`src/rtl/if_stage_if.sv`:
```
// Instruction-memory request/response bus and the IF/ID record handed to decode.
typedef struct packed {
    logic [31:0] instr;
    logic [31:0] PC;
    logic [31:0] PCPlus4;
} ifid_t;

interface if_stage_if #(
    parameter int XLEN = 32
) ();
    logic            imem_req;
    logic [XLEN-1:0] imem_addr;
    logic            imem_ready;
    logic            imem_rvalid;
    logic [31:0]     imem_rdata;

    modport master (
        output imem_req,
        output imem_addr,
        input  imem_ready,
        input  imem_rvalid,
        input  imem_rdata
    );

    modport slave (
        input  imem_req,
        input  imem_addr,
        output imem_ready,
        output imem_rvalid,
        output imem_rdata
    );
endinterface

```
`src/rtl/if_stage.sv`:
```
// RISC-V instruction-fetch stage: owns the fetch PC, keeps a small in-order fetch
// queue of outstanding/returned instructions and hands them to decode.
module if_stage #(
    parameter int              XLEN     = 32,
    parameter logic [XLEN-1:0] RESET_PC = '0,
    parameter int              FQ_DEPTH = 2
) (
    input  logic            clk,
    input  logic            reset,
    input  logic            StallD,
    input  logic            PCSrcE,
    input  logic [XLEN-1:0] PCTargetE,
    if_stage_if.master      imem,
    output ifid_t           outputs,
    output logic            validD
);

    localparam int          PW      = (FQ_DEPTH > 1) ? $clog2(FQ_DEPTH) : 1;
    localparam int          CW      = $clog2(FQ_DEPTH + 1) + 1;
    localparam logic [CW-1:0] DEPTH_C = CW'(FQ_DEPTH);
    localparam logic [31:0] NOP     = 32'h0000_0013;

    logic [XLEN-1:0]     fetch_pc;
    logic [XLEN-1:0]     q_pc    [FQ_DEPTH];
    logic [31:0]         q_instr [FQ_DEPTH];
    logic [FQ_DEPTH-1:0] q_filled;
    logic [PW-1:0]       head;
    logic [PW-1:0]       tail;
    logic [PW-1:0]       fill;
    logic [CW-1:0]       used;
    logic [CW-1:0]       pending;
    logic [CW-1:0]       discard;

    logic          pop;
    logic          req;
    logic          accept;
    logic          rsp_drop;
    logic          rsp_fill;
    logic          rsp_orphan;
    logic [CW-1:0] redirect_discard;

    assign validD = q_filled[head];
    assign pop    = validD & ~StallD;

    // Responses still owed for squashed requests occupy credit too, so the
    // number of requests in flight never exceeds FQ_DEPTH across redirects.
    assign req    = ~reset & ~PCSrcE & ((used + discard) < (DEPTH_C + CW'(pop)));
    assign accept = req & imem.imem_ready;

    assign imem.imem_req  = req;
    assign imem.imem_addr = fetch_pc;

    assign rsp_drop   = imem.imem_rvalid & (discard != '0);
    assign rsp_fill   = imem.imem_rvalid & (discard == '0) & (pending != '0) & ~PCSrcE;
    assign rsp_orphan = imem.imem_rvalid & (discard == '0) & (pending == '0);

    // A response landing in the redirect cycle is dropped, so it retires one
    // credit from either the old discard count or the squashed unfilled entries.
    assign redirect_discard = discard + pending - CW'(imem.imem_rvalid & ~rsp_orphan);

    always_ff @(posedge clk) begin
        if (reset) begin
            fetch_pc <= RESET_PC;
            head     <= '0;
            tail     <= '0;
            fill     <= '0;
            used     <= '0;
            pending  <= '0;
            discard  <= '0;
            q_filled <= '0;
        end else if (PCSrcE) begin
            fetch_pc <= PCTargetE & ~XLEN'(3);
            head     <= '0;
            tail     <= '0;
            fill     <= '0;
            used     <= '0;
            pending  <= '0;
            q_filled <= '0;
            discard  <= redirect_discard;
        end else begin
            if (accept) begin
                tail     <= tail + 1'b1;
                fetch_pc <= fetch_pc + XLEN'(4);
            end
            if (rsp_fill) begin
                q_filled[fill] <= 1'b1;
                fill           <= fill + 1'b1;
            end
            if (pop) begin
                q_filled[head] <= 1'b0;
                head           <= head + 1'b1;
            end
            if (rsp_drop) begin
                discard <= discard - 1'b1;
            end
            used    <= used + CW'(accept) - CW'(pop);
            pending <= pending + CW'(accept) - CW'(rsp_fill);
        end
    end

    always_ff @(posedge clk) begin
        if (accept) begin
            q_pc[tail] <= fetch_pc;
        end
        if (rsp_fill) begin
            q_instr[fill] <= imem.imem_rdata;
        end
    end

    always_ff @(posedge clk) begin
        if (!reset) begin
            assert (!rsp_orphan)
                else $error("if_stage: imem response with no outstanding request");
        end
    end

    always_comb begin
        outputs.instr   = NOP;
        outputs.PC      = '0;
        outputs.PCPlus4 = '0;
        if (validD) begin
            outputs.instr   = q_instr[head];
            outputs.PC      = q_pc[head];
            outputs.PCPlus4 = q_pc[head] + XLEN'(4);
        end
    end

endmodule

```
`src/flat_wrapper.sv`:
```
// flat-port wrapper written by rule: the top's interface ports become plain ports
module if_stage_flat 
#(
    parameter int              XLEN     = 32,
    parameter logic [XLEN-1:0] RESET_PC = '0,
    parameter int              FQ_DEPTH = 2
)
  (clk, reset, StallD, PCSrcE, PCTargetE, outputs, validD, imem_imem_req, imem_imem_addr, imem_imem_ready, imem_imem_rvalid, imem_imem_rdata);
  if_stage_if #(.XLEN(XLEN)) imem_i ();
  input  logic clk;
  input  logic reset;
  input  logic StallD;
  input  logic PCSrcE;
  input  logic [XLEN-1:0] PCTargetE;
  output ifid_t outputs;
  output logic validD;
  output wire logic [$bits(imem_i.imem_req)-1:0] imem_imem_req;
  output wire logic [$bits(imem_i.imem_addr)-1:0] imem_imem_addr;
  input wire logic [$bits(imem_i.imem_ready)-1:0] imem_imem_ready;
  input wire logic [$bits(imem_i.imem_rvalid)-1:0] imem_imem_rvalid;
  input wire logic [$bits(imem_i.imem_rdata)-1:0] imem_imem_rdata;
  assign imem_imem_req = imem_i.imem_req;
  assign imem_imem_addr = imem_i.imem_addr;
  assign imem_i.imem_ready = imem_imem_ready;
  assign imem_i.imem_rvalid = imem_imem_rvalid;
  assign imem_i.imem_rdata = imem_imem_rdata;
  if_stage #(.XLEN(XLEN), .RESET_PC(RESET_PC), .FQ_DEPTH(FQ_DEPTH)) u_core (.clk(clk), .reset(reset), .StallD(StallD), .PCSrcE(PCSrcE), .PCTargetE(PCTargetE), .imem(imem_i), .outputs(outputs), .validD(validD));
endmodule
```
`config.mk`:
```
export PLATFORM = sky130hd
export DESIGN_NAME = if_stage_flat
export DESIGN_NICKNAME = d
export VERILOG_FILES = /design/src/rtl/if_stage_if.sv /design/src/rtl/if_stage.sv /design/src/flat_wrapper.sv
export SDC_FILE = /design/constraint.sdc
export NUM_CORES = 1
export LEC_CHECK = 0
export BUFFER_PORTS_ARGS = -buffer_cell sky130_fd_sc_hd__buf_2
export CAP_MARGIN = 20
export CORE_ASPECT_RATIO = 0.75
export CORE_MARGIN = 2
export CORE_UTILIZATION = 54
export CTS_BUF_LIST = sky130_fd_sc_hd__clkbuf_16
export CTS_CLUSTER_DIAMETER = 30
export CTS_CLUSTER_SIZE = 16
export DETAILED_ROUTE_END_ITERATION = 8
export GPL_TIMING_DRIVEN = 0
export PLACE_DENSITY = 0.87
export SKIP_LAST_GASP = 1
export SLEW_MARGIN = 20
export SYNTH_ARGS = -nofsm -noshare
export SYNTH_HDL_FRONTEND = slang
export SYNTH_SLANG_ARGS = --single-unit
export TNS_END_PERCENT = 1
```
`constraint.sdc`:
```
create_clock -name clk -period 5.53 [get_ports clk]
set_input_delay 0.2765 -clock clk [delete_from_list [all_inputs] [get_ports clk]]
set_output_delay 0.2765 -clock clk [all_outputs]
set_load 0.01 [all_outputs]
```
## Word-level counts from Yosys, hierarchy flattened

Memory sizes are Yosys's and may differ from the RTL's. A register that Yosys moved wholly into a read port is not among the register bits.
Cells that the tools add are included.

- Muxes and demuxes: 23
- Bitwise operators: 17
- Reduce and logical (&&, ||, !) cells: 9
- Order comparisons: 5
- Add/subtract/negate cells: 14

Operators with widths:

| cell | number |
|---|---|
| 96-bit two-way mux | 1 |
| 32-bit by 3-bit adder with 32-bit output, second input constant | 2 |
| 32-bit two-way mux | 2 |
| 1-bit two-way mux | 12 |
| 1-bit bitwise AND | 9 |
| 2-bit two-way mux | 4 |
| 3-bit by 1-bit adder with 3-bit output | 2 |
| 3-bit adder | 2 |
| 3-bit zero test | 2 |
| 3-bit two-way mux | 2 |
| 3-bit nonzero test | 2 |
| 3-bit by 1-bit subtractor with 3-bit output | 2 |
| 1-bit by 2-bit less-than comparator with 1-bit output, second input constant | 2 |
| 2-bit nonzero test | 2 |
| 1-bit adder, second input constant | 3 |
| 2-bit by 1-bit adder with 3-bit output, first input constant | 1 |
| 1-bit by 3-bit bitwise AND with 3-bit output | 1 |
| 3-bit less-than comparator | 1 |
| 1-bit NOT | 3 |
| 1-bit NOT with 3-bit output | 1 |
| 3-bit by 1-bit subtractor with 3-bit output, second input constant | 1 |
| 3-bit subtractor | 1 |
| 2-bit bitwise AND | 1 |
| 1-bit demux with 1-bit select | 2 |
| 5 further kinds | 7 |

- Bits in writable memories: 128
- Register bits: 46
- Output and inout port bits: 130
- Word-level logic and storage cells: 79
- Memories: 2
- Input bits: 70

Memory list:

| name | words | bits a word | read ports | clocked after Yosys merged registers in | wr ports | line | RTL |
|---|---|---|---|---|---|---|---|
| u_core.q_instr | 2 | 32 | 1 | 1 | 1 | if_stage.sv:25 | `logic [31:0] q_instr [FQ_DEPTH];` |
| u_core.q_pc | 2 | 32 | 1 | 1 | 1 | if_stage.sv:24 | `logic [XLEN-1:0] q_pc [FQ_DEPTH];` |

## Logic depth before layout (Yosys ltp)

Gate-level depths: netlist (run 1).

- Depth after elaboration: 10
- Depth in mapped cells: 14

## Least setup slack after synthesis (run 1)

OpenSTA, ideal clock, no wires.

- Path type: reg-to-reg
- Start point: register u_core.discard[1]
- End point: memory u_core.q_instr[0][0] (enable)
- Clock period less this slack: 4.302 ns
- Library setup time: 0.505 ns
- Buffers on the path: 0
- Data arrival time: 3.797 ns
- Cell stages (with the launch flop): 5
- Data required time: 5.025 ns
- Slack: 1.228 ns
- Cells stage by stage: dfxtp_1 inv_1 ha_1 nand2b_1 nor4_1

- Longest elaborated chain between the ends: 6

RTL lines:

| item | line | RTL |
|---|---|---|
| start, declared | if_stage.sv:32 | `logic [CW-1:0] discard;` |
| start signal, assigned | if_stage.sv:79 | `discard <= redirect_discard;` |
| start signal, assigned | if_stage.sv:94 | `discard <= discard - 1'b1;` |
| 3-bit zero test | if_stage.sv:54 | `assign rsp_fill = imem.imem_rvalid & (discard == '0) & (pending != '0) & ~PCSrcE;` |
| 1-bit bitwise AND (3 in a row) | if_stage.sv:54 |  |
| 1-bit two-way mux | if_stage.sv:105 | `if (rsp_fill) begin` |
| 1-bit two-way mux (implied by the code) | if_stage.sv:106 | `q_instr[fill] <= imem.imem_rdata;` |
| end, declared | if_stage.sv:25 |  |

No other way between the ends.

==> flow_summary_export.csv, run 1 <==
group,metric,value,unit
routing,ant_nets,0,
global_routing,grt_max_degree,33,
yosys,synth_seq_area_share,54.9,%
yosys,yosys.area_share.xor_xnor,3.60,%
finish,nets,1073,
run_status,status,"completed",
setup_path,end_kind,"primary output",
yosys,synthFlopType,"edfxtp_1",
global_routing,grt_first_pass_wirelength,35.3,mm
timing,setup_ws,0.775,ns
timing,period_share,86.0,%
placement,dpl.hpwl,17.3,mm
yosys,synth_area,0.00842,sq mm
routing,met3WireLength,3.07,mm
routing,drtIter0Drc,1022,
global_routing,grt_usage,27.8,%
yosys,synthSimpleGateAreaFrac,18.6,%
clocking,cts.clk_slew.worst_paths,0.06,ns
routing,drc,0,
routing,dr.pass1.iters,6,
clocking,cts.path.max_buffers,2,
worst_hold_path,hp-start,"imem_imem_rdata[0]",
clocking,clk_latency,0.43,ns
clocking,postCtsHoldBufs,0,
floorplan,dieArea,0.0166,sq mm
floorplan,start_util,55.3,%
timing,fin_crit,4.76,ns
routing,wl,23.1,mm
clocking,cts_tree,"built",
clocking,cts_resized,0,
timing,fmax,210,MHz
timing,rsz0062_at_grt,"false",
clocking,cts_num_sinks,169,
setup_path,cp.arrival,4.48,ns
floorplan,core,0.0152,sq mm
finish,area.growth.synth_to_final,22.8,%
placement,gp_congestion,0.921,
yosys,synth_edf_count,124,
timing,finalHoldViolCount,0,
yosys,synth.mux.area_fraction,7.95,%
floorplan,num_rows,39,
setup_path,r2r_slack,1.82,ns
global_routing,grt_overflow,0,
routing,drt-met1-wl,9.32,mm
worst_hold_path,holdPathStages,1,
setup_path,worstReg2RegEnd,"u_core.pending[2]",
floorplan,chipHeight,112,um
setup_path,worstPathMaxFanout,10,
timing,maxSlewViolCount,0,
setup_path,crit_type,"flip-flop to primary output",
setup_path,reg2reg_from,"u_core.head",
worst_hold_path,hold_end,"u_core.q_instr[0][0]",
routing,top_layer_used,"met4",
global_routing,grt_pass1_vias,6591,
worst_hold_path,min_path_type,"input pin to flip-flop",
power_and_ir_drop,power_density,292,mW/mm^2
run,drv_cap,0,
placement,dp_slack,1.33,ns
timing,finClkSkew,0.00822,ns
routing,via_per_inst,6.04,
finish,multi_input_area,0.00355,sq mm
power_and_ir_drop,p_leak,3.92,nW
finish,regArea,0.00462,sq mm
timing,maxSlewHeadroom,37.8,%
power_and_ir_drop,ir_drop,0.000235,V
yosys,synthAdderAreaFrac,2.73,%
yosys,synth_compound_area_share,8.83,%
routing,wl_met2,10.2,mm
yosys,synth_cells,766,
yosys,synthArstFlopShare,0,%
clocking,cts_setup_buffers,0,
floorplan,io-pin-count,200,
setup_path,reg2regPathDepth,11,
global_routing,antenna_found_initial,0,
timing,finalSetupViolCount,0,
setup_path,crit_required,5.25,ns
timing,worst_pin_slew,0.926,ns
clocking,htreeDepth,4,
clocking,tritoncts.num_buffers,17,
routing,post_drt_wl_per_cell,19.2,um
yosys,ys_ff_latch,169,
clocking,root_buffer,"clkbuf_16",
placement,dp.cells,1173,
routing,dr_total_vias,7279,
finish,antennaDiodeCount,0,
power_and_ir_drop,power,3.02,mW
finish,fill_cells,1171,
setup_path,cp-start-kind,"flip-flop",
yosys,syn_avg_cell_area,11.0,sq um
floorplan,die-width,148,um
yosys,synth_warnings,0,
yosys,synth_top_family_by_area,"simple AND/OR/NAND/NOR gates",
yosys,synth_cell_type_count,63,
placement,port_buffers,190,
finish,drive_gt1_share,26.1,%
finish,postLayoutCoreUtil,67.9,%
timing,timing.setup.tns,0,ns
finish,final_cells,1205,
cell type report:
class	count	area share, %
Sequential cell	169	44.7
Multi-Input combinational cell	537	34.4
Timing Repair Buffer	197	9.93
Clock buffer	17	4.12
Tap cell	205	2.48
Buffer	42	1.85
Clock inverter	15	1.69
Inverter	23	0.835
critical path, stage by stage (launching register included):
cell and delay [ns]:
dfxtp_1 0.36, buf_2 0.22, buf_2 0.26, buf_1 0.42
buf_1 0.59, mux2_2 0.32, ha_1 0.23, nand4_1 0.16
a22oi_1 0.49, nand2_1 0.34, o31a_1 0.32, nor3_1 0.16
buf_2 0.18
routing by layer:
metal | track usage, % | up-vias
li1 | - | 3307
met1 | 39.6 | 3372
met2 | 42.6 | 533
met3 | 7.15 | 67
met4 | 8.13 | 0
met5 | 0 | -
logic make-up after synthesis:
| kind of cell | Yosys count |
|---|---|
| flip-flops | 169 |
| buffers and inverters | 65 |
| AND/OR/NAND/NOR | 316 |
| adder cells (fa/ha/maj) | 16 |
| other | 1 |
| XOR/XNOR | 33 |
| AO/OA/AOI/OAI | 100 |
| multiplexers | 66 |
cells in the final DEF (no fill, tap or decap), types with 5 or more instances in the layout:
master / instances
o31a_1: 7
a22oi_1: 7
and4_1: 5
xnor2_1: 21
nor3_1: 17
ha_1: 12
clkbuf_16: 17
dfxtp_1: 45
o31ai_1: 6
conb_1: 6
nand2_1: 60
xor2_1: 11
or4_1: 9
buf_2: 203
nand2b_1: 7
a31oi_1: 12
or3_1: 8
inv_1: 20
clkbuf_1: 22
mux2_2: 7
a21oi_1: 12
buf_1: 5
nand4_1: 15
and3_1: 8
nor2_1: 109
o21ai_0: 6
nand3_1: 30
and2_1: 7
nor4_1: 11
o211ai_1: 6
mux2i_1: 59
edfxtp_1: 124
buf_4: 7
a211oi_1: 8
o311ai_0: 7
synth_stat cells (7+ instances only):
library cell	n	area share, %
nand4_1	15	1.1
and3_1	9	0.67
edfxtp_1	124	44
clkbuf_1	22	0.98
ha_1	12	1.8
mux2i_1	59	7.0
o31a_1	7	0.73
inv_1	20	0.89
nor2_1	110	4.9
o311ai_0	7	0.73
and2_1	8	0.59
a21oi_1	12	0.71
a211oi_1	8	0.71
mux2_2	7	0.94
nor3_1	17	1.0
nor4_1	12	0.89
buf_2	9	0.54
dfxtp_1	45	11
xnor2_1	21	2.2
nand2_1	60	2.7
or3_1	8	0.59
xor2_1	11	1.1
nand2b_1	7	0.52
or4_1	9	0.80
nand3_1	30	1.8
a22oi_1	7	0.62
a31oi_1	12	0.89
where the power goes:
| group | switching (mW) | leakage, nW | internal (mW) |
|---|---|---|---|
| Combinational | 0.211 | 2.14 | 0.144 |
| Sequential | 0.0590 | 1.50 | 1.41 |
| Clock | 0.486 | 0.285 | 0.710 |
| Total | 0.756 | 3.92 | 2.26 |
flip-flops by register name, summed over array words and instances (netlist names), named ones only:
signal	cells
u_core.head	1
u_core.tail	1
u_core.q_filled	2
u_core.q_instr	64
u_core.discard	3
u_core.used	3
u_core.q_pc	60
u_core.fill	1
u_core.imem.imem_addr	30
u_core.pending	3
how the worst max path moves through the flow:
stage	from	endpoint	depth (start not counted)
2_1_floorplan	u_core.discard[1]	u_core.q_instr[0][0]	4
3_3_place_gp	PCSrcE	u_core.q_instr[0][31]	3
3_5_place_dp	flip-flop	outputs[28]	12
4_1_cts	flip-flop	outputs[28]	12
5_1_grt	flip-flop	outputs[28]	12
6_report	flip-flop	outputs[30]	12
per-stage QoR:
stage / hold slack, ns / area (sq um)
global placement: 0.465 / 9640
CTS: 0.0243 / 10300
floorplan: 0.375 / 8440
global route: 0.0171 / 10300
detailed placement: 0.470 / 9740
finish: 0.0404 / 10300
Power figures use the tool's default switching activity.
==> run 2, diff against run 1 <==
RECOVER_POWER = 100   (was unset)
clock period = 5.07 ns   (was 5.53 ns; I/O delays follow)
==> flow_summary_export.csv, run 2 (synthesis gave the netlist of run 1 again) <==
group,metric,value,unit
setup_path,max_stage_delay,0.58,ns
finish,area.growth.synth_to_final,20.6,%
setup_path,crit_required,4.82,ns
finish,drive_gt1_share,11.4,%
routing,wl,23.3,mm
worst_hold_path,min_path_type,"input pin to flip-flop",
clocking,cts_num_sinks,169,
clocking,postCtsHoldBufs,0,
run_status,violations,"capacitance limit, slew limit",
routing,ant_nets,0,
routing,drtIter0Drc,1010,
timing,period_share,93.9,%
global_routing,grt_pass1_vias,6591,
global_routing,antenna_found_initial,0,
finish,top_register,"u_core.q_instr",
global_routing,grt_usage,27.8,%
power_and_ir_drop,ir_drop,0.000267,V
floorplan,io-pin-count,200,
timing,finalHoldViolCount,0,
finish,fill_cells,1231,
global_routing,grt_overflow,0,
placement,gp_congestion,0.921,
timing,worst_pin_slew,1.84,ns
clocking,root_buffer,"clkbuf_16",
timing,fin_crit,4.76,ns
finish,largest_reg_flops,64,
setup_path,crit_type,"flip-flop to primary output",
routing,via_per_inst,5.95,
setup_path,cp.arrival,4.51,ns
clocking,cts.clk_slew.worst_paths,0.06,ns
timing,setup_ws,0.307,ns
placement,dp_slack,0.892,ns
floorplan,start_util,55.3,%
power_and_ir_drop,p_leak,3.38,nW
clocking,tritoncts.num_buffers,17,
setup_path,reg2reg_from,"u_core.discard[0]",
finish,antennaDiodeCount,0,
placement,dpl.hpwl,17.3,mm
clocking,htreeDepth,4,
finish,multi_input_area,0.00353,sq mm
finish,postLayoutCoreUtil,66.7,%
setup_path,reg2regPathDepth,9,
floorplan,dieArea,0.0166,sq mm
setup_path,worstPathCellList,"buf_2, buf_2, clkbuf_1, clkbuf_1, mux2_1, ha_1, nand4_1, a22oi_1, nand2_1, o31a_1, nor3_1, buf_2",
clocking,clk_latency,0.43,ns
global_routing,grt_first_pass_wirelength,35.3,mm
power_and_ir_drop,power_density,324,mW/mm^2
setup_path,crit_slowest_cell,"clkbuf_1",
clocking,cts_setup_buffers,0,
run_status,status,"finished, violations left",
setup_path,endpoint,"outputs[30]",
power_and_ir_drop,power,3.29,mW
routing,post_drt_wl_per_cell,19.2,um
finish,final_common_cell,"clkbuf_1",
floorplan,num_rows,39,
run,drv_cap,1,
floorplan,core,0.0152,sq mm
timing,maxSlewViolCount,33,
clocking,cts_tree,"built",
floorplan,die-width,148,um
setup_path,worstPathMaxFanout,10,
routing,dr_total_vias,7198,
timing,maxSlewHeadroom,-22.6,%
setup_path,crit_top_cell,"buf_2",
timing,finalSetupViolCount,0,
timing,rsz0062_at_grt,"false",
timing,finClkSkew,0.00730,ns
setup_path,cp-start-kind,"flip-flop",
floorplan,chipHeight,112,um
setup_path,end_kind,"primary output",
finish,nets,1078,
timing,fmax,210,MHz
clocking,cts.path.max_buffers,2,
routing,drc,0,
finish,mostFrequentLayoutCells,"164 x clkbuf_1, 124 x edfxtp_1, 110 x nor2_1",
routing,dr.pass1.iters,5,
finish,regArea,0.00462,sq mm
clocking,cts_resized,0,
setup_path,worstReg2RegEnd,"u_core.q_pc[0][24]",
global_routing,grt_max_degree,33,
placement,port_buffers,190,
setup_path,r2r_slack,0.79,ns
worst_hold_path,hp-start,"imem_imem_rdata[19]",
-- run 2: layer usage --
layer / wire, um / vias up / GRT usage [%]
met1: 9240 / 3328 / 39.6
met4: 557 / 0 / 8.13
met3: 3170 / 65 / 7.15
li1: - / 3300 / -
met5: 0 / - / 0
met2: 10300 / 505 / 42.6
-- run 2: worst max-delay path, delay by kind of cell, from the launching register on --
family | cells | cell delay (ns)
buffers and inverters | 5 | 1.68
AO/OA/AOI/OAI | 2 | 0.81
AND/OR/NAND/NOR | 3 | 0.68
flip-flops | 1 | 0.36
multiplexers | 1 | 0.30
adder cells (fa/ha/maj) | 1 | 0.25
-- run 2: layout make-up --
type,instances,share of cell area (%)
multi-input combinational,537,34.8
inverter,23,0.850
clock buffer,17,4.19
sequential,169,45.5
buffer,42,1.81
timing repair buffer,202,8.56
tap,205,2.53
clock inverter,15,1.72
-- run 2: report_power, final --
part | internal, mW | switching, mW | leakage, nW
registers | 1.54 | 0.0648 | 1.50
logic | 0.147 | 0.228 | 1.59
clock network | 0.774 | 0.534 | 0.285
total | 2.46 | 0.827 | 3.38
-- run 2: worst min path at each step --
stage | to | cells past startpoint
after floorplan | u_core.q_instr[0][0] | 0
after global placement | u_core.q_instr[0][2] | 1
after detailed placement | u_core.q_instr[0][0] | 1
after CTS | u_core.q_instr[1][0] | 1
after global routing | u_core.q_instr[1][31] | 1
final | u_core.q_instr[0][19] | 1
-- run 2: metrics by stage --
stage                     hold slack, ns  TNS (ns)  instance area [sq um]  cells
after global placement             0.442    -31.07                   9640   1166
after detailed placement           0.447         0                   9740   1173
after global routing           0.0000634         0                  10200   1210
after floorplan                    0.352         0                   8440    771
after CTS                        0.00127         0                  10300   1205
final                             0.0172         0                  10200   1210
